===== src/rtl/mux_scan_pkg.sv =====
`default_nettype none
// ============================================================================
// mux_scan_pkg : shared constants and state encoding for the mux scan sequencer
// Rev 1.0
// ============================================================================
package mux_scan_pkg;

   localparam int NUM_CH  = 6;
   localparam int SEL_W   = 3;
   localparam int DWELL_W = 4;

   typedef enum logic [1:0] {
      ST_IDLE = 2'd0,
      ST_SCAN = 2'd1,
      ST_DONE = 2'd2
   } state_t;

endpackage
`default_nettype wire


===== src/rtl/chan_next_enabled.sv =====
`default_nettype none
// ============================================================================
// chan_next_enabled : lowest enabled channel strictly above idx_i (idx_i = -1
// yields the first enabled channel). Rev 1.0
// ============================================================================
module chan_next_enabled
   import mux_scan_pkg::*;
(
   input  logic [NUM_CH-1:0] mask_i,
   input  logic [SEL_W:0]    idx_i,
   output logic [SEL_W-1:0]  next_o,
   output logic              found_o
);

   // Descending walk so the last hit, i.e. the lowest qualifying index, wins.
   always_comb begin
      next_o  = '0;
      found_o = 1'b0;
      for (int i = NUM_CH - 1; i >= 0; i--) begin
         if (mask_i[i] && ($signed(idx_i) < $signed((SEL_W + 1)'(i)))) begin
            next_o  = SEL_W'(i);
            found_o = 1'b1;
         end
      end
   end

endmodule
`default_nettype wire


===== src/rtl/mux_scan_sequencer.sv =====
`default_nettype none
// ============================================================================
// mux_scan_sequencer : steps a 6:1 mux through enabled channels, samples each
// after a settle time and hands a snapshot downstream on valid/ready. Rev 1.0
// ============================================================================
module mux_scan_sequencer
   import mux_scan_pkg::*;
(
   input  logic               clk,
   input  logic               rst,
   input  logic               start,
   input  logic               cont,
   input  logic [NUM_CH-1:0]  cfg_mask,
   input  logic [DWELL_W-1:0] cfg_dwell,
   output logic [SEL_W-1:0]   sel,
   input  logic               mux_in,
   output logic [NUM_CH-1:0]  frame_data,
   output logic               frame_valid,
   input  logic               frame_ready,
   output logic               busy
);

   state_t              state_q, state_d;
   logic [SEL_W-1:0]    sel_q, sel_d;
   logic [DWELL_W-1:0]  cnt_q, cnt_d;
   logic [DWELL_W-1:0]  dwell_q, dwell_d;
   logic [NUM_CH-1:0]   mask_q, mask_d;
   logic [NUM_CH-1:0]   shadow_q, shadow_d;
   logic [NUM_CH-1:0]   data_q, data_d;
   logic                valid_q, valid_d;

   logic [SEL_W-1:0]    first_idx, next_idx;
   logic                first_found, next_found;
   logic                launch_idle, handshake, relaunch, launch, sample;
   logic [NUM_CH-1:0]   merged;

   chan_next_enabled u_first (
      .mask_i  (cfg_mask),
      .idx_i   ('1),
      .next_o  (first_idx),
      .found_o (first_found)
   );

   chan_next_enabled u_next (
      .mask_i  (mask_q),
      .idx_i   ({1'b0, sel_q}),
      .next_o  (next_idx),
      .found_o (next_found)
   );

   assign launch_idle = (state_q == ST_IDLE) && start && first_found;
   assign handshake   = (state_q == ST_DONE) && valid_q && frame_ready;
   assign relaunch    = handshake && cont && first_found;
   assign launch      = launch_idle || relaunch;
   assign sample      = (state_q == ST_SCAN) && (cnt_q == dwell_q);
   assign merged      = shadow_q | (NUM_CH'(mux_in) << sel_q);

   always_ff @(posedge clk or posedge rst) begin
      if (rst) begin
         state_q <= ST_IDLE;
      end else begin
         state_q <= state_d;
      end
   end

   always_comb begin
      state_d = state_q;
      case (state_q)
         ST_IDLE: if (launch_idle) state_d = ST_SCAN;
         ST_SCAN: if (sample && !next_found) state_d = ST_DONE;
         ST_DONE: if (handshake) state_d = relaunch ? ST_SCAN : ST_IDLE;
         default: state_d = ST_IDLE;
      endcase
   end

   always_comb begin
      busy = (state_q != ST_IDLE);
   end

   always_comb begin
      sel_d    = sel_q;
      cnt_d    = cnt_q;
      dwell_d  = dwell_q;
      mask_d   = mask_q;
      shadow_d = shadow_q;
      data_d   = data_q;
      valid_d  = valid_q;

      if (handshake) begin
         valid_d = 1'b0;
      end

      if (launch) begin
         mask_d   = cfg_mask;
         dwell_d  = cfg_dwell;
         shadow_d = '0;
         sel_d    = first_idx;
         cnt_d    = '0;
      end else if (state_q == ST_SCAN) begin
         if (!sample) begin
            cnt_d = cnt_q + 1'b1;
         end else begin
            shadow_d = merged;
            cnt_d    = '0;
            if (next_found) begin
               sel_d = next_idx;
            end else begin
               data_d  = merged;
               valid_d = 1'b1;
            end
         end
      end
   end

   always_ff @(posedge clk or posedge rst) begin
      if (rst) begin
         sel_q    <= '0;
         cnt_q    <= '0;
         dwell_q  <= '0;
         mask_q   <= '0;
         shadow_q <= '0;
         data_q   <= '0;
         valid_q  <= 1'b0;
      end else begin
         sel_q    <= sel_d;
         cnt_q    <= cnt_d;
         dwell_q  <= dwell_d;
         mask_q   <= mask_d;
         shadow_q <= shadow_d;
         data_q   <= data_d;
         valid_q  <= valid_d;
      end
   end

   assign sel         = sel_q;
   assign frame_data  = data_q;
   assign frame_valid = valid_q;

endmodule
`default_nettype wire

===== config.mk =====
export PLATFORM = sky130hd
export DESIGN_NAME = mux_scan_sequencer
export DESIGN_NICKNAME = d
export VERILOG_FILES = /design/src/rtl/mux_scan_pkg.sv /design/src/rtl/chan_next_enabled.sv /design/src/rtl/mux_scan_sequencer.sv
export SDC_FILE = /design/constraint.sdc
export NUM_CORES = 1
export LEC_CHECK = 0
export CAP_MARGIN = 20
export CORE_UTILIZATION = 35
export DETAILED_ROUTE_END_ITERATION = 10
export PLACE_DENSITY = 0.66
export SYNTH_ARGS = -nofsm -noshare
export SYNTH_HDL_FRONTEND = slang
export SYNTH_SLANG_ARGS = --single-unit

===== constraint.sdc =====
create_clock -name clk -period 2.5 [get_ports clk]
set_input_delay 0.5 -clock clk [delete_from_list [all_inputs] [get_ports clk]]
set_output_delay 0.5 -clock clk [all_outputs]
set_load 0.005 [all_outputs]

Word level (Yosys, flattened, before mapping). Index checks and enable logic that the tools add are counted.

Reduce and logical (&&, ||, !) cells: 25. $add $sub $neg: 1. Bitwise gates (word level): 3. Shift-type cells: 1. Mux-type cells: 44. Order comparisons: 6. Equality and inequality tests: 6.

Operators with widths (number): $mux 3 (16); $mux 1 (18); $mux 6 (3); $logic_and 1x1->1 (14); $mux 4 (3); $reduce_bool 2->1 (4); $lt 3x1->1 const B (2); $lt 3x2->1 const B (2); $lt 3x3->1 const B (2); $mux 2 (3); $ne 2x2->1 const B (3); $or 6x6->6 (1); $pmux 2 s3 (1); $reduce_and 3->1 (2); $shl 1x3->6 (1); $add 4x1->4 const B (1); $eq 4x4->1 (1); $reduce_and 4->1 (1); $eq 2x1->1 const B (1); $eq 2x2->1 const B (1); $logic_not 2->1 (1); $not 1->1 (2); $reduce_and 2->1 (1); $logic_not 1->1 (1); $logic_or 1x1->1 (1).

Output and inout port bits: 11. Input bits: 16. Logic and storage cells: 94. Bits in registers: 32.

Depth between registers and ports, before layout.
Depth in word-level cells: 12. Depth in mapped cells: 7. Gate-level depth less buffers: 5.

Cells and area by module. Synthesis repeated with hierarchy kept, for this count alone.

Cells, all modules: 208. Area total of the unflattened synthesis: 1841.8 µm².

By module, submodules not included: mux_scan_sequencer (cells an instance 154, instances 1, seq. area each 800.8 µm², area an instance 1521.5 µm²); chan_next_enabled (cells an instance 27, instances 2, seq. area each 0.0 µm², area an instance 160.2 µm²).

Least setup slack after synthesis. No wires, ideal clock.

Kind: input to register. From: input port cfg_mask[1]. To: register mask_q[1]. Arrival time: 1.534 ns. Buffers on the path: 2. Path slack: 0.850 ns. Required time: 2.384 ns. Setup time: 0.116 ns. Stages: 7. Cell sequence: nor4_4 -> a211oi_2 -> a31o_4 -> buf_6 -> buf_8 -> nand2_1 -> nand2_1.

Cells in the longest elaborated chain, start to end: 4. Elaborated cells on any way between the ends: 5. Those cells by class: mux: 2; reduce/logical: 3.

RTL lines: from (decl) (line mux_scan_sequencer.sv:13) `input logic [NUM_CH-1:0] cfg_mask,`; $mux 1 (2 in series) (line chan_next_enabled.sv:20) `if (mask_i[i] && ($signed(idx_i) < $signed((SEL_W + 1)'(i)))) begin`; $logic_and 1x1->1, on equally long branches (line mux_scan_sequencer.sv:51, mux_scan_sequencer.sv:53); $logic_or 1x1->1 (line mux_scan_sequencer.sv:54) `assign launch = launch_idle || relaunch;`; to (signal assigned) (line mux_scan_sequencer.sv:128) `mask_q <= mask_d;`; to (decl) (line mux_scan_sequencer.sv:27) `logic [NUM_CH-1:0] mask_q, mask_d;`.

Several ways; a longest one is shown, not always the timed one. A chain may end at the register's enable or synchronous reset.

Final worst setup path.
From: register state_q[1]. To: output port busy.

Cells in the longest elaborated chain, start to end: 1.

RTL lines: from (decl) (line mux_scan_sequencer.sv:23) `state_t state_q, state_d;`; from (signal assigned) (line mux_scan_sequencer.sv:62) `state_q <= state_d;`; $reduce_bool 2->1 (line mux_scan_sequencer.sv:77) `busy = (state_q != ST_IDLE);`; to (decl) (line mux_scan_sequencer.sv:20) `output logic busy`.

No other way between the ends.

==> out/qor.yml <==
rsz0062_at_grt: "no"
multi_input_area_um2: 810
syn_avg_cell_area_um2: 9.18
cap_violations: 0
wire_per_inst_um: 12.9
fmax_mhz: 492
worstMarginPinSlew_ns: 0.540
outcome: "complete, but fails checks"
synthFlopType: "dfrtp_1"
area_growth_pct: 21.9
synth_nets: 199
path_cells: "nor2_1 > inv_1 > clkdlybuf4s50_1"
cts-resized-gates: 0
post-place-ws_ns: 0.183
drtIter0Drc: 52
htreeDepth: 2
synth.mux.area_fraction: 0
synthXorXnorAreaFrac: 0.0262
die_x_um: 71.1
hp-start: "dwell_q[3]"
rr_endpoint: "cnt_q[2]"
synth_top_family_by_area: "compound AO/OA/AOI/OAI gates"
path_max_fanout: 4
critical_path.slowest_cell: "clkdlybuf4s50_1"
setup_tns_ns: 0
vias: 1323
track_usage: 0.152
grt_start_max_net_pins: 32
slew_headroom: 0.639
critPathKind: "reg -> out"
ys_warn_count: 0
ys_seq_area_frac: 0.464
cp.arrival_ns: 1.53
die_y_um: 71.1
firstDrtPassIters: 9
fp-row-count: 24
cts_hold_buf: 0
core_area_um2: 4470
worstHoldEndpoint: "dwell_q[3]"
holdWs_ns: 0.492
period_minus_slack_ns: 2.03
cts_made_buffers: 5
synthAdderAreaFrac: 0.00749
clkTransAtPathRegs_ns: 0.06
synth.largest_area_cell: "dfrtp_1"
crit_family: "buffers and inverters"
rr_startpoint: "state_q[1]"
start_util: 0.373
rr_worst_depth: 5
drive_gt1_frac: 0.0817
clk_path_buf_depth: 2
r2r_slack_ns: 0.74
violations: "design-rule violations"
port_buffers: 26
clock_sinks: 31
hp-class: "reg -> reg"
ys_top_cells_by_area: "dfrtp_1 (46%), nand2_1 (7.2%), a21oi_1 (5.1%)"
antenna_found_initial: 0
p_per_area_nw_per_um2: 1220
peakVddDrop_mv: 0.445
drt-total-wl_um: 3350
setup_viol: 0
drtAntennaViolNets: 0
ios: 27
cts_tree: "built"
cp-end-kind: "primary output"
fin_cells: 260
grt_pass1_vias: 1322
p_leak_nw: 0.874
drc_errors: 3
synth_area_um2: 1670
globalplace.congestion: 0.837
synthArstFlopShare: 1.00
syn_inst: 182
nNetsFinal: 226
final_core_util: 0.455
post-route-period-util: 0.813
drv_slew: 0
synth_cell_types: 40
yosys.cell_count.top_type: "nand2_1"
synth_top_area_frac: 0.464
yosys.area_share.simple: 0.222
clkLatencyLatePin_ns: 0.28
antenna_cells: 0
cts_root_buf: "clkbuf_8"
synth-compound-area-share: 0.226
layout_setup_ws_ns: 0.467
regArea_um2: 776
crit_required_ns: 2.00
cp_num_buf_inv: 2
gr-total-overflow: 0
cts_setup_buffers: 0
synth_edf_count: 0
viasPerCell: 5.09
fin_skew_ns: 0.00301
placedCellCount: 254
grt_first_pass_wirelength_um: 5880
die-area_um2: 5050
hold_path_depth: 2
nFillCells: 458
synth.ff_latch_count: 31
crit_path_max_incr_delay_ns: 0.45
dp.final_hpwl_um: 2320
hold_viol_final: 0
start_kind: "flop"
synth_common_cells: "nand2_1 (32), dfrtp_1 (31), nor2_1 (18)"
==> power breakdown <==
group	leakage, nW	switching, mW	internal (mW)
sequential	0.382	0.212	0.719
clock	0.0371	0.170	0.185
combinational	0.454	0.621	0.579
==> worst max path at each step <==
stage / depth (start not counted) / end / slack (ns) / from
after global placement: 6 / sel[0] / 0.21 / cfg_mask[1]
final: 3 / busy / 0.47 / state_q[1]
after CTS: 3 / busy / 0.46 / state_q[1]
after floorplan: 7 / mask_q[1] / 0.85 / cfg_mask[1]
after global routing: 6 / sel[0] / 0.35 / cfg_mask[1]
after detailed placement: 6 / sel[0] / 0.18 / cfg_mask[1]
==> worst reg2reg max path, delay by kind of cell (launching register included) <==
family | cells | cell delay (ns)
and+or+nand+nor | 3 | 0.95
DFF | 1 | 0.38
buffers and inverters | 1 | 0.21
AOI/OAI and AO/OA | 1 | 0.14
==> logic make-up after synthesis <==
group	Yosys count
and+or+nand+nor	77
AOI/OAI and AO/OA	52
DFF	31
buffers and inverters	16
xor gates and xnor gates	5
adders and majority gates	1
==> state kept, by name, indices dropped and copies added (netlist names) <==
name / count
frame_data: 6
shadow_q: 6
cnt_q: 4
dwell_q: 4
state_q: 2
sel: 3
mask_q: 5
frame_valid: 1
==> placed cells by master (no fill, tap or decap), drive strengths merged <==
cell,netlist,layout
dfrtp,31,31
nor2,18,18
and2,1,1
xnor2,3,3
nor3,1,1
nor4,1,1
inv,6,6
nand4,1,1
nand2b,6,6
a2bb2oi,2,2
o31ai,1,1
clkdlybuf4s50,0,26
a31o,1,1
a211o,3,3
o211ai,1,1
a31oi,14,14
nand3,7,7
or4,1,1
o21ai,5,5
a21oi,17,17
a211oi,2,2
buf,10,4
ha,1,1
or3b,1,1
or4b,1,1
nor2b,3,3
nand2,33,33
a21o,2,2
xor2,2,2
and3,2,2
nand3b,1,1
o32ai,1,1
a22oi,1,1
clkbuf,0,6
a2111oi,1,1
o311ai,1,1
==> per-layer routing <==
layer	share of wire	up-vias	global-route usage	wire [um]
li1	-	690	-	-
met1	0.49	594	0.190	1640
met2	0.43	31	0.233	1450
met3	0.052	8	0.0527	175
met4	0.024	0	0.0778	82
met5	0	-	0	0
==> cell type report <==
class / count / area share
Sequential cell: 31 / 0.381
Timing Repair Buffer: 30 / 0.143
Clock buffer: 6 / 0.0356
Multi-Input combinational cell: 135 / 0.398
Tap cell: 52 / 0.0320
Inverter: 6 / 0.0111
==> metrics by stage <==
step,power (mW),area [um2]
2_1_floorplan,1.77,1670
3_3_place_gp,2.13,1960
3_5_place_dp,2.14,1960
4_1_cts,2.51,2040
5_1_grt,2.72,2040
6_report,2.49,2040
Note: power is estimated with default switching activity, not from simulation.
